<file path="config.mk">
export PLATFORM = sky130hd
export DESIGN_NAME = cnna_fmap_addr_gen_flat
export DESIGN_NICKNAME = d
export VERILOG_FILES = /design/src/rtl/cnna_addr_pkg.sv /design/src/rtl/cnna_fmap_addr_gen_if.sv /design/src/rtl/cnna_tile_loop_cnt.sv /design/src/rtl/cnna_fmap_addr_gen.sv /design/src/flat_wrapper.sv
export SDC_FILE = /design/constraint.sdc
export NUM_CORES = 1
export LEC_CHECK = 0
export ABC_CLOCK_PERIOD_IN_PS = 6760
export BUFFER_PORTS_ARGS = -buffer_cell sky130_fd_sc_hd__buf_2
export CORE_UTILIZATION = 50
export CTS_BUF_LIST = sky130_fd_sc_hd__clkbuf_4 sky130_fd_sc_hd__clkbuf_8
export DETAILED_ROUTE_END_ITERATION = 10
export PLACE_DENSITY = 0.73
export SLEW_MARGIN = 0
export SYNTH_ARGS = -nofsm -noshare
export SYNTH_HDL_FRONTEND = slang
export SYNTH_HIERARCHICAL = 1
export SYNTH_SLANG_ARGS = --single-unit
</file>
<file path="constraint.sdc">
create_clock -name ap_clk -period 6.76 [get_ports ap_clk]
set_input_delay 1.352 -clock ap_clk [delete_from_list [all_inputs] [get_ports ap_clk]]
set_output_delay 1.352 -clock ap_clk [all_outputs]
set_load 0.02 [all_outputs]
</file>
<file path="src/rtl/cnna_addr_pkg.sv">
// Shared widths, FSM state encoding and address arithmetic for the
// feature-map address generator.
package cnna_addr_pkg;

  localparam int STRIDE_W = 13;
  localparam int ROW_W    = 5;
  localparam int ADDR_W   = 18;

  typedef enum logic [1:0] {
    IDLE  = 2'd0,
    RUN   = 2'd1,
    FLUSH = 2'd2,
    DONE  = 2'd3
  } state_e;

  // The address space is a ring: the sum wraps modulo 2^ADDR_W with no flag.
  function automatic logic [ADDR_W-1:0] addr_sum(
    input logic [ADDR_W-1:0]   base,
    input logic [ADDR_W-1:0]   prod,
    input logic [STRIDE_W-1:0] col
  );
    return base + prod + ADDR_W'(col);
  endfunction

endpackage

</file>
<file path="src/rtl/cnna_fmap_addr_gen_if.sv">
// Control handshake, multiplier hookup and address stream of the
// feature-map address generator, bundled for the block boundary.
interface cnna_fmap_addr_gen_if import cnna_addr_pkg::*; ();

  logic                ap_start;
  logic                ap_ready;
  logic                ap_done;
  logic                ap_idle;

  logic [ADDR_W-1:0]   cfg_base;
  logic [STRIDE_W-1:0] cfg_stride;
  logic [ROW_W-1:0]    cfg_rows;
  logic [STRIDE_W-1:0] cfg_cols;

  logic [STRIDE_W-1:0] mul_a;
  logic [ROW_W-1:0]    mul_b;
  logic [ADDR_W-1:0]   mul_p;

  logic [ADDR_W-1:0]   addr_tdata;
  logic                addr_tvalid;
  logic                addr_tlast;
  logic                addr_tready;

  // Controller / multiplier / consumer side.
  modport master (
    output ap_start, cfg_base, cfg_stride, cfg_rows, cfg_cols,
    output mul_p, addr_tready,
    input  ap_ready, ap_done, ap_idle,
    input  mul_a, mul_b,
    input  addr_tdata, addr_tvalid, addr_tlast
  );

  // Address generator side.
  modport slave (
    input  ap_start, cfg_base, cfg_stride, cfg_rows, cfg_cols,
    input  mul_p, addr_tready,
    output ap_ready, ap_done, ap_idle,
    output mul_a, mul_b,
    output addr_tdata, addr_tvalid, addr_tlast
  );

endinterface

</file>
<file path="src/rtl/cnna_tile_loop_cnt.sv">
// Nested row/column tile counter: column is the inner loop, row the outer.
// last flags the final (rows-1, cols-1) position of the tile.
module cnna_tile_loop_cnt import cnna_addr_pkg::*; (
  input  logic                clk,
  input  logic                rst_n,
  input  logic                clr,
  input  logic                adv,
  input  logic [ROW_W-1:0]    rows,
  input  logic [STRIDE_W-1:0] cols,
  output logic [ROW_W-1:0]    row,
  output logic [STRIDE_W-1:0] col,
  output logic                last
);

  logic [ROW_W-1:0]    row_q, row_d;
  logic [STRIDE_W-1:0] col_q, col_d;
  logic                col_end;
  logic                row_end;

  assign col_end = (col_q == cols - STRIDE_W'(1));
  assign row_end = (row_q == rows - ROW_W'(1));

  always_comb begin
    row_d = row_q;
    col_d = col_q;
    if (clr) begin
      row_d = '0;
      col_d = '0;
    end else if (adv) begin
      if (col_end) begin
        col_d = '0;
        row_d = row_q + ROW_W'(1);
      end else begin
        col_d = col_q + STRIDE_W'(1);
      end
    end
  end

  always_ff @(posedge clk) begin
    if (!rst_n) begin
      row_q <= '0;
      col_q <= '0;
    end else begin
      row_q <= row_d;
      col_q <= col_d;
    end
  end

  assign row  = row_q;
  assign col  = col_q;
  assign last = row_end & col_end;

endmodule

</file>
<file path="src/rtl/cnna_fmap_addr_gen.sv">
// Feature-map address generator: walks a rows x cols tile and streams
// addr = base + row*stride + col through an external multiplier, one per cycle.
module cnna_fmap_addr_gen import cnna_addr_pkg::*; (
  input  logic                ap_clk,
  input  logic                ap_rst_n,
  cnna_fmap_addr_gen_if.slave bus
);

  state_e              state_q, state_d;

  logic [ADDR_W-1:0]   base_q, base_d;
  logic [STRIDE_W-1:0] stride_q, stride_d;
  logic [ROW_W-1:0]    rows_q, rows_d;
  logic [STRIDE_W-1:0] cols_q, cols_d;

  logic                vld_p1_q, vld_p1_d;
  logic                last_p1_q, last_p1_d;
  logic [STRIDE_W-1:0] mul_a_p1_q, mul_a_p1_d;
  logic [ROW_W-1:0]    mul_b_p1_q, mul_b_p1_d;
  logic [STRIDE_W-1:0] col_p1_q, col_p1_d;

  logic                vld_p2_q, vld_p2_d;
  logic                last_p2_q, last_p2_d;
  logic [ADDR_W-1:0]   tdata_p2_q, tdata_p2_d;

  logic                stall;
  logic                issue;
  logic                cnt_clr;
  logic                ready_c;
  logic                done_c;
  logic [ROW_W-1:0]    cnt_row;
  logic [STRIDE_W-1:0] cnt_col;
  logic                cnt_last;

  // A held beat freezes the whole pipeline, including the loop counters.
  assign stall = vld_p2_q & ~bus.addr_tready;

  cnna_tile_loop_cnt u_loop (
    .clk   (ap_clk),
    .rst_n (ap_rst_n),
    .clr   (cnt_clr),
    .adv   (issue),
    .rows  (rows_q),
    .cols  (cols_q),
    .row   (cnt_row),
    .col   (cnt_col),
    .last  (cnt_last)
  );

  always_comb begin
    state_d  = state_q;
    base_d   = base_q;
    stride_d = stride_q;
    rows_d   = rows_q;
    cols_d   = cols_q;
    cnt_clr  = 1'b0;
    issue    = 1'b0;
    ready_c  = 1'b0;
    done_c   = 1'b0;
    unique case (state_q)
      IDLE: begin
        if (bus.ap_start) begin
          base_d   = bus.cfg_base;
          stride_d = bus.cfg_stride;
          rows_d   = bus.cfg_rows;
          cols_d   = bus.cfg_cols;
          cnt_clr  = 1'b1;
          ready_c  = 1'b1;
          state_d  = (bus.cfg_rows == '0 || bus.cfg_cols == '0) ? DONE : RUN;
        end
      end
      RUN: begin
        if (!stall) begin
          issue = 1'b1;
          if (cnt_last) state_d = FLUSH;
        end
      end
      FLUSH: begin
        if (vld_p2_q & bus.addr_tready & last_p2_q) state_d = DONE;
      end
      DONE: begin
        done_c  = 1'b1;
        state_d = IDLE;
      end
      default: state_d = IDLE;
    endcase
  end

  always_comb begin
    vld_p1_d   = vld_p1_q;
    last_p1_d  = last_p1_q;
    mul_a_p1_d = mul_a_p1_q;
    mul_b_p1_d = mul_b_p1_q;
    col_p1_d   = col_p1_q;
    vld_p2_d   = vld_p2_q;
    last_p2_d  = last_p2_q;
    tdata_p2_d = tdata_p2_q;
    if (!stall) begin
      // Stage 1: present stride and row to the multiplier, carry col alongside.
      vld_p1_d  = issue;
      last_p1_d = issue & cnt_last;
      if (issue) begin
        mul_a_p1_d = stride_q;
        mul_b_p1_d = cnt_row;
        col_p1_d   = cnt_col;
      end
      // Stage 2: product returns combinationally; add base and column.
      vld_p2_d  = vld_p1_q;
      last_p2_d = last_p1_q;
      if (vld_p1_q) tdata_p2_d = addr_sum(base_q, bus.mul_p, col_p1_q);
    end
  end

  always_ff @(posedge ap_clk) begin
    if (!ap_rst_n) begin
      state_q    <= IDLE;
      base_q     <= '0;
      stride_q   <= '0;
      rows_q     <= '0;
      cols_q     <= '0;
      vld_p1_q   <= 1'b0;
      last_p1_q  <= 1'b0;
      mul_a_p1_q <= '0;
      mul_b_p1_q <= '0;
      col_p1_q   <= '0;
      vld_p2_q   <= 1'b0;
      last_p2_q  <= 1'b0;
      tdata_p2_q <= '0;
    end else begin
      state_q    <= state_d;
      base_q     <= base_d;
      stride_q   <= stride_d;
      rows_q     <= rows_d;
      cols_q     <= cols_d;
      vld_p1_q   <= vld_p1_d;
      last_p1_q  <= last_p1_d;
      mul_a_p1_q <= mul_a_p1_d;
      mul_b_p1_q <= mul_b_p1_d;
      col_p1_q   <= col_p1_d;
      vld_p2_q   <= vld_p2_d;
      last_p2_q  <= last_p2_d;
      tdata_p2_q <= tdata_p2_d;
    end
  end

  // Outputs are forced to their idle values for as long as reset is held.
  assign bus.ap_ready    = ap_rst_n & ready_c;
  assign bus.ap_done     = ap_rst_n & done_c;
  assign bus.ap_idle     = ~ap_rst_n | (state_q == IDLE);
  assign bus.mul_a       = ap_rst_n ? mul_a_p1_q : '0;
  assign bus.mul_b       = ap_rst_n ? mul_b_p1_q : '0;
  assign bus.addr_tdata  = ap_rst_n ? tdata_p2_q : '0;
  assign bus.addr_tvalid = ap_rst_n & vld_p2_q;
  assign bus.addr_tlast  = ap_rst_n & last_p2_q;

endmodule

</file>
<file path="src/flat_wrapper.sv">
// flat-port wrapper written by rule: the top's interface ports become plain ports
module cnna_fmap_addr_gen_flat import cnna_addr_pkg::*;
  (ap_clk, ap_rst_n, bus_ap_start, bus_cfg_base, bus_cfg_stride, bus_cfg_rows, bus_cfg_cols, bus_mul_p, bus_addr_tready, bus_ap_ready, bus_ap_done, bus_ap_idle, bus_mul_a, bus_mul_b, bus_addr_tdata, bus_addr_tvalid, bus_addr_tlast);
  cnna_fmap_addr_gen_if bus_i ();
  input  logic ap_clk;
  input  logic ap_rst_n;
  input wire logic [$bits(bus_i.ap_start)-1:0] bus_ap_start;
  input wire logic [$bits(bus_i.cfg_base)-1:0] bus_cfg_base;
  input wire logic [$bits(bus_i.cfg_stride)-1:0] bus_cfg_stride;
  input wire logic [$bits(bus_i.cfg_rows)-1:0] bus_cfg_rows;
  input wire logic [$bits(bus_i.cfg_cols)-1:0] bus_cfg_cols;
  input wire logic [$bits(bus_i.mul_p)-1:0] bus_mul_p;
  input wire logic [$bits(bus_i.addr_tready)-1:0] bus_addr_tready;
  output wire logic [$bits(bus_i.ap_ready)-1:0] bus_ap_ready;
  output wire logic [$bits(bus_i.ap_done)-1:0] bus_ap_done;
  output wire logic [$bits(bus_i.ap_idle)-1:0] bus_ap_idle;
  output wire logic [$bits(bus_i.mul_a)-1:0] bus_mul_a;
  output wire logic [$bits(bus_i.mul_b)-1:0] bus_mul_b;
  output wire logic [$bits(bus_i.addr_tdata)-1:0] bus_addr_tdata;
  output wire logic [$bits(bus_i.addr_tvalid)-1:0] bus_addr_tvalid;
  output wire logic [$bits(bus_i.addr_tlast)-1:0] bus_addr_tlast;
  assign bus_i.ap_start = bus_ap_start;
  assign bus_i.cfg_base = bus_cfg_base;
  assign bus_i.cfg_stride = bus_cfg_stride;
  assign bus_i.cfg_rows = bus_cfg_rows;
  assign bus_i.cfg_cols = bus_cfg_cols;
  assign bus_i.mul_p = bus_mul_p;
  assign bus_i.addr_tready = bus_addr_tready;
  assign bus_ap_ready = bus_i.ap_ready;
  assign bus_ap_done = bus_i.ap_done;
  assign bus_ap_idle = bus_i.ap_idle;
  assign bus_mul_a = bus_i.mul_a;
  assign bus_mul_b = bus_i.mul_b;
  assign bus_addr_tdata = bus_i.addr_tdata;
  assign bus_addr_tvalid = bus_i.addr_tvalid;
  assign bus_addr_tlast = bus_i.addr_tlast;
  cnna_fmap_addr_gen u_core (.ap_clk(ap_clk), .ap_rst_n(ap_rst_n), .bus(bus_i));
endmodule
</file>
## Word-level counts from Yosys, hierarchy flattened

Cells that the tools add are included.

- Bitwise gates (word level): 13
- Muxes and demuxes: 15
- Reduce and logical (&&, ||, !) cells: 10
- Add/subtract/negate cells: 6
- Equal/unequal tests: 9

Operators by type and width:

| kind | number |
|---|---|
| two-way mux 13 bit | 2 |
| adder 18 x 13 -> 18 bit | 1 |
| adder 18 bit | 1 |
| two-way mux 18 bit | 1 |
| adder 13 x 1 -> 13 bit (second input constant) | 1 |
| equality test 13 bit | 1 |
| zero test 13 bit | 1 |
| subtractor 13 x 1 -> 13 bit (second input constant) | 1 |
| two-way mux 2 bit | 5 |
| AND 1 bit | 9 |
| case mux 2 bit (4 select lines) | 1 |
| AND reduction 2 bit | 4 |
| adder 5 x 1 -> 5 bit (second input constant) | 1 |
| equality test 5 bit | 1 |
| zero test 5 bit | 1 |
| two-way mux 1 bit | 5 |
| two-way mux 5 bit | 1 |
| subtractor 5 x 1 -> 5 bit (second input constant) | 1 |
| equality test 2 bit (second input constant) | 2 |
| inequality test 2 x 1 -> 1 bit (second input constant) | 2 |
| inequality test 2 bit (second input constant) | 2 |
| AND reduction 4 bit | 1 |
| inverter 1 bit | 3 |
| equality test 2 x 1 -> 1 bit (second input constant) | 1 |
| other kinds (4) | 4 |

- Register bits after elaboration: 122
- Logic and storage cells: 68
- Output and inout port bits: 41

## Depth between registers and ports, before layout

- Depth in word-level cells: 6
- Gate-level depth with buffers: 12
- Depth with buffers taken out: 12

## By module

The synthesis kept the hierarchy.

Modules (own cells, without submodules):

| module | sequential area each (sq um) | times used | cells an instance | area an instance (sq um) |
|---|---|---|---|---|
| cnna_fmap_addr_gen | 2082.0 | 1 | 619 | 5048.6 |
| cnna_tile_loop_cnt | 360.3 | 1 | 191 | 1514.0 |

## Worst setup path before layout

Ideal clock, no wire load.

- Path type: input to register
- Start point: in bus_mul_p[1]
- End point: reg u_core.tdata_p2_q[15]
- Data arrival time: 3.461 ns
- Cell stages on the path: 9
- Buffers on the path: 0
- Data required time: 6.639 ns
- Path slack: 3.178 ns
- Path through: fa_1 > ha_1 > fa_1 > a21o_1 > a221oi_2 > o31a_1 > a31oi_1 > xnor2_1 > o2bb2ai_1

- Word-level cells in the longest chain between the ends: 2

RTL lines:

| item | line | text |
|---|---|---|
| start, declared | flat_wrapper.sv:12 | `input wire logic [$bits(bus_i.mul_p)-1:0] bus_mul_p;` |
| adder 18 bit | cnna_addr_pkg.sv:22 | `return base + prod + ADDR_W'(col);` |
| adder 18 x 13 -> 18 bit | cnna_addr_pkg.sv:22 |  |
| end signal, assigned | cnna_fmap_addr_gen.sv:142 | `tdata_p2_q <= tdata_p2_d;` |
| end, declared | cnna_fmap_addr_gen.sv:24 | `logic [ADDR_W-1:0] tdata_p2_q, tdata_p2_d;` |

Every way passes these cells.
A chain may end at the register's enable or synchronous reset.

## Worst setup path in the final report

- Start point: in ap_rst_n
- End point: out bus_addr_tdata[11]

- Word-level cells in the longest chain between the ends: 1

RTL lines:

| item | line | text |
|---|---|---|
| start, declared | flat_wrapper.sv:6 | `input logic ap_rst_n;` |
| two-way mux 18 bit | cnna_fmap_addr_gen.sv:152 | `assign bus.addr_tdata = ap_rst_n ? tdata_p2_q : '0;` |
| end, declared | flat_wrapper.sv:19 | `output wire logic [$bits(bus_i.addr_tdata)-1:0] bus_addr_tdata;` |

Every way passes these cells.

==> results.md <==
* Run status: finished, final reports clean
* Startpoint Class: input port
* Post-route ant nets at 0
* # nets final at 1013
* Clock Sinks at approximately 120
* Final period utilization at 54.47%
* Synth Area in Adders at 9.609%
* Pwr Density at 309.6 nW/um^2
* Crit path DAT at 2330 ps
* Count leader, synth: nand2_1
* Core Box Area at 12720 sq um
* Final setup vio count at 0
* DRC viols at 0
* Setup_tns at 0 ps
* Share of the synthesized area in the top cell type at 37.22%
* Worst Path Max Fanout at 49
* Flop and latch count out of synthesis at 122
* Area of the die at 13590 sq um
* Port bufs at 111
* Clock Tree Buf Depth at 2
* Vias at around 5700
* Number of DRC markers in iteration 0 at 363
* Die W at around 120 microns
* Crit-path slowest cell: buf_2
* Peak Freq at 271.6 MHz
* Clk slew on worst S/H paths at 70 ps
* Sequential-to-total area share from yosys stat at 37.22%
* Worst path top cell family by delay: buffers and inverters
* Peak VDD IR at 0.0001509 V
* Post-CTS Repair Setup Buffers at 0
* Fin util at 59.69%
* Vias in the first global route at 5104
* Critical path depth in cells at 3
* Net Count, Synth at between 900 and 1000
* Total congestion overflow at 0
* Area after DPL at 7192 sq um
* Synth cell types at between 60 and 70
* Routed vias/inst at 5.261
* Post-synth EDFFs at 0
* Simple-gate share of the synthesized area at 25.85%
* Skew final at 10.95 ps
* CTS HTree Levels at 4
* Final Hold Viols at 0
* CP required at 5410 ps
* CP Cell Sequence: buf_2 -> and2_1 -> buf_2
* Cts repair resizes at 0
* Synthesized area per cell at 8.102 sq um
* Post-Syn Area at roughly 6600 sq um
* Largest net degree at the start of global routing at 93
* Commonest cells in the netlist: nand2_1, dfxtp_1, a21oi_1, and2_1, clkbuf_1
* Top cell by count, worst path: buf_2
* Cell accounting for the most synthesized area: dfxtp_1
* Post-Synth XOR/XNOR Area at 5.739%
* Initial antenna violation count at 0
* Syn-to-layout area delta at 15.71%
* Leakage at 3.108 nW
* Antenna diode count at 0
* Mux share of post-synthesis cell area at 0.4576%
* Hpwl dp at 10.06 mm
* Num rows at 41
* RSZ-0062 raised after global routing: no
* Root buffer cell: clkbuf_8
* Overall routing resource usage at 22.23%
* Clock period minus worst slack at approximately 3700 ps
* Share of layout cells above drive strength 1 at 18.97%
* CTS Hold Bufs at 0
* Max_cap viols at 0
* DIE HEIGHT at 116.6 microns
* Initial DRT Pass Iterations at 5
* Fin area at 7594 sq um
* Compound-Gate Fraction of Synth Area at about 17%
* Total Wirelength at about 14 mm
* TritonCTS Buffers at 17
* WL per Instance at 13.24 microns
* Pre-CTS setup slack at 2867 ps
* Initial core utilization at 51.58%
* Global-route wire length before repair at 23.76 mm
* Crit path capture type: output pin
* Crit path buf inv count at 2
* Crit path kind: in -> out
* Final worst setup slack at 3078 ps
* Worst skew pair latency at 420 ps
* Cells after synthesis at 810
* Hold Crit Depth at 2
* Worst stage delay on the critical path at 550 ps
* Synth top area cells: dfxtp_1, nand2_1, a21oi_1
* CTS tree: done
* # fillers at 1212
* Relative slew slack at 37.15%
* Worst slew pin tran at around 940 ps
* Yosys warns at 6
* Top-Level Pins at between 100 and 150
* Cell count of the worst reg-to-reg path at 11
* Synth async-reset ratio at 0%
* Placer Congestion at between 0.8 and 0.9
* Fin. max-slew vios at 0
* Hold Crit Class: reg -> reg
* Ys flop type: dfxtp_1
* Main combinational cell family by area after synthesis: simple AND/OR/NAND/NOR gates
## worst reg2reg max path, delay by kind of cell, from the launching register on
family	cells	cell delay (ps)
compound gates	4	1000
buf+inv	1	70
simple gates	5	1950
fa+ha+maj	1	200
flops	1	350
## sequential cells by signal, indices dropped and copies added, names as in the netlist
name and flops:
u_core/u_loop/col 13, u_core/mul_b_p1_q 5, u_core/rows_q 5, u_core/state_q 2, u_core/stride_q 13, u_core/u_loop/row 5
u_core/col_p1_q 13, u_core/vld_p1_q 1, u_core/last_p1_q 1, u_core/tdata_p2_q 18, u_core/base_q 18, u_core/mul_a_p1_q 13
u_core/vld_p2_q 1, u_core/cols_q 13, u_core/last_p2_q 1
## layer usage
metal  GRT usage [%]  share of wire (%)  wire, microns
met2           35.78                 45           6514
met1           30.23                 49           7095
met4           5.063               0.49             70
met5               0                  0              0
met3           5.241                4.6            667
## metrics by stage
stage	std cells	hold slack, ps	total power, mW
after global placement	1053	435.6	1.705
after floorplan	810	427.3	1.530
final	1084	449.6	2.351
after detailed placement	1053	442.9	1.718
after CTS	1084	452.3	2.366
after global routing	1084	467.4	2.519
## cells in the final DEF, fill, tap and decap left out, types with 21 or more instances in the layout
cell      Yosys  final
nand2_1     200    199
dfxtp_1     122    122
buf_2         1    111
a21oi_1     107    107
and2_1       42     42
nor2_1       28     28
ha_1         28     28
xnor2_1      22     22
clkbuf_8      0     21
xor2_1       21     21
## path summary, 6_finish.rpt
| kind | startpoint | endpoint | slack (ps) |
|---|---|---|---|
| max | ap_rst_n | bus_addr_tdata[11] | 3080 |
| min | u_core/stride_q[1]$_SDFFE_PN0P_ | u_core/mul_a_p1_q[1]$_SDFFE_PN0P_ | 450 |
| max reg2reg | u_core/cols_q[0]$_SDFFE_PN0P_ | u_core/state_q[1]$_SDFFE_PN0P_ | 3130 |
| min reg2reg | u_core/stride_q[1]$_SDFFE_PN0P_ | u_core/mul_a_p1_q[1]$_SDFFE_PN0P_ | 450 |
## where the power goes
part | leakage (nW) | internal (mW) | switching, mW
logic | 1.91 | 0.296 | 0.521
registers | 0.992 | 0.814 | 0.0724
clock network | 0.205 | 0.375 | 0.272
## layout make-up
type / instances / area, sq um / area share (%)
tap: 172 / 215.2 / 2.834
timing repair buffer: 115 / 585.6 / 7.711
clock inverter: 7 / 90.09 / 1.186
sequential: 122 / 2442 / 32.16
inverter: 22 / 82.58 / 1.087
clock buffer: 24 / 311.5 / 4.103
multi-input combinational: 622 / 3866 / 50.91
## logic make-up (layout without fill, tap and decap cells)
kind of cell | Yosys count | count (layout)
AO/OA/AOI/OAI | 178 | 178
XOR/XNOR | 43 | 43
adder cells (fa/ha/maj) | 42 | 42
buffers and inverters | 66 | 168
flip-flops | 122 | 122
multiplexers | 3 | 3
AND/OR/NAND/NOR | 356 | 356
(Power assumes the default switching activity.)
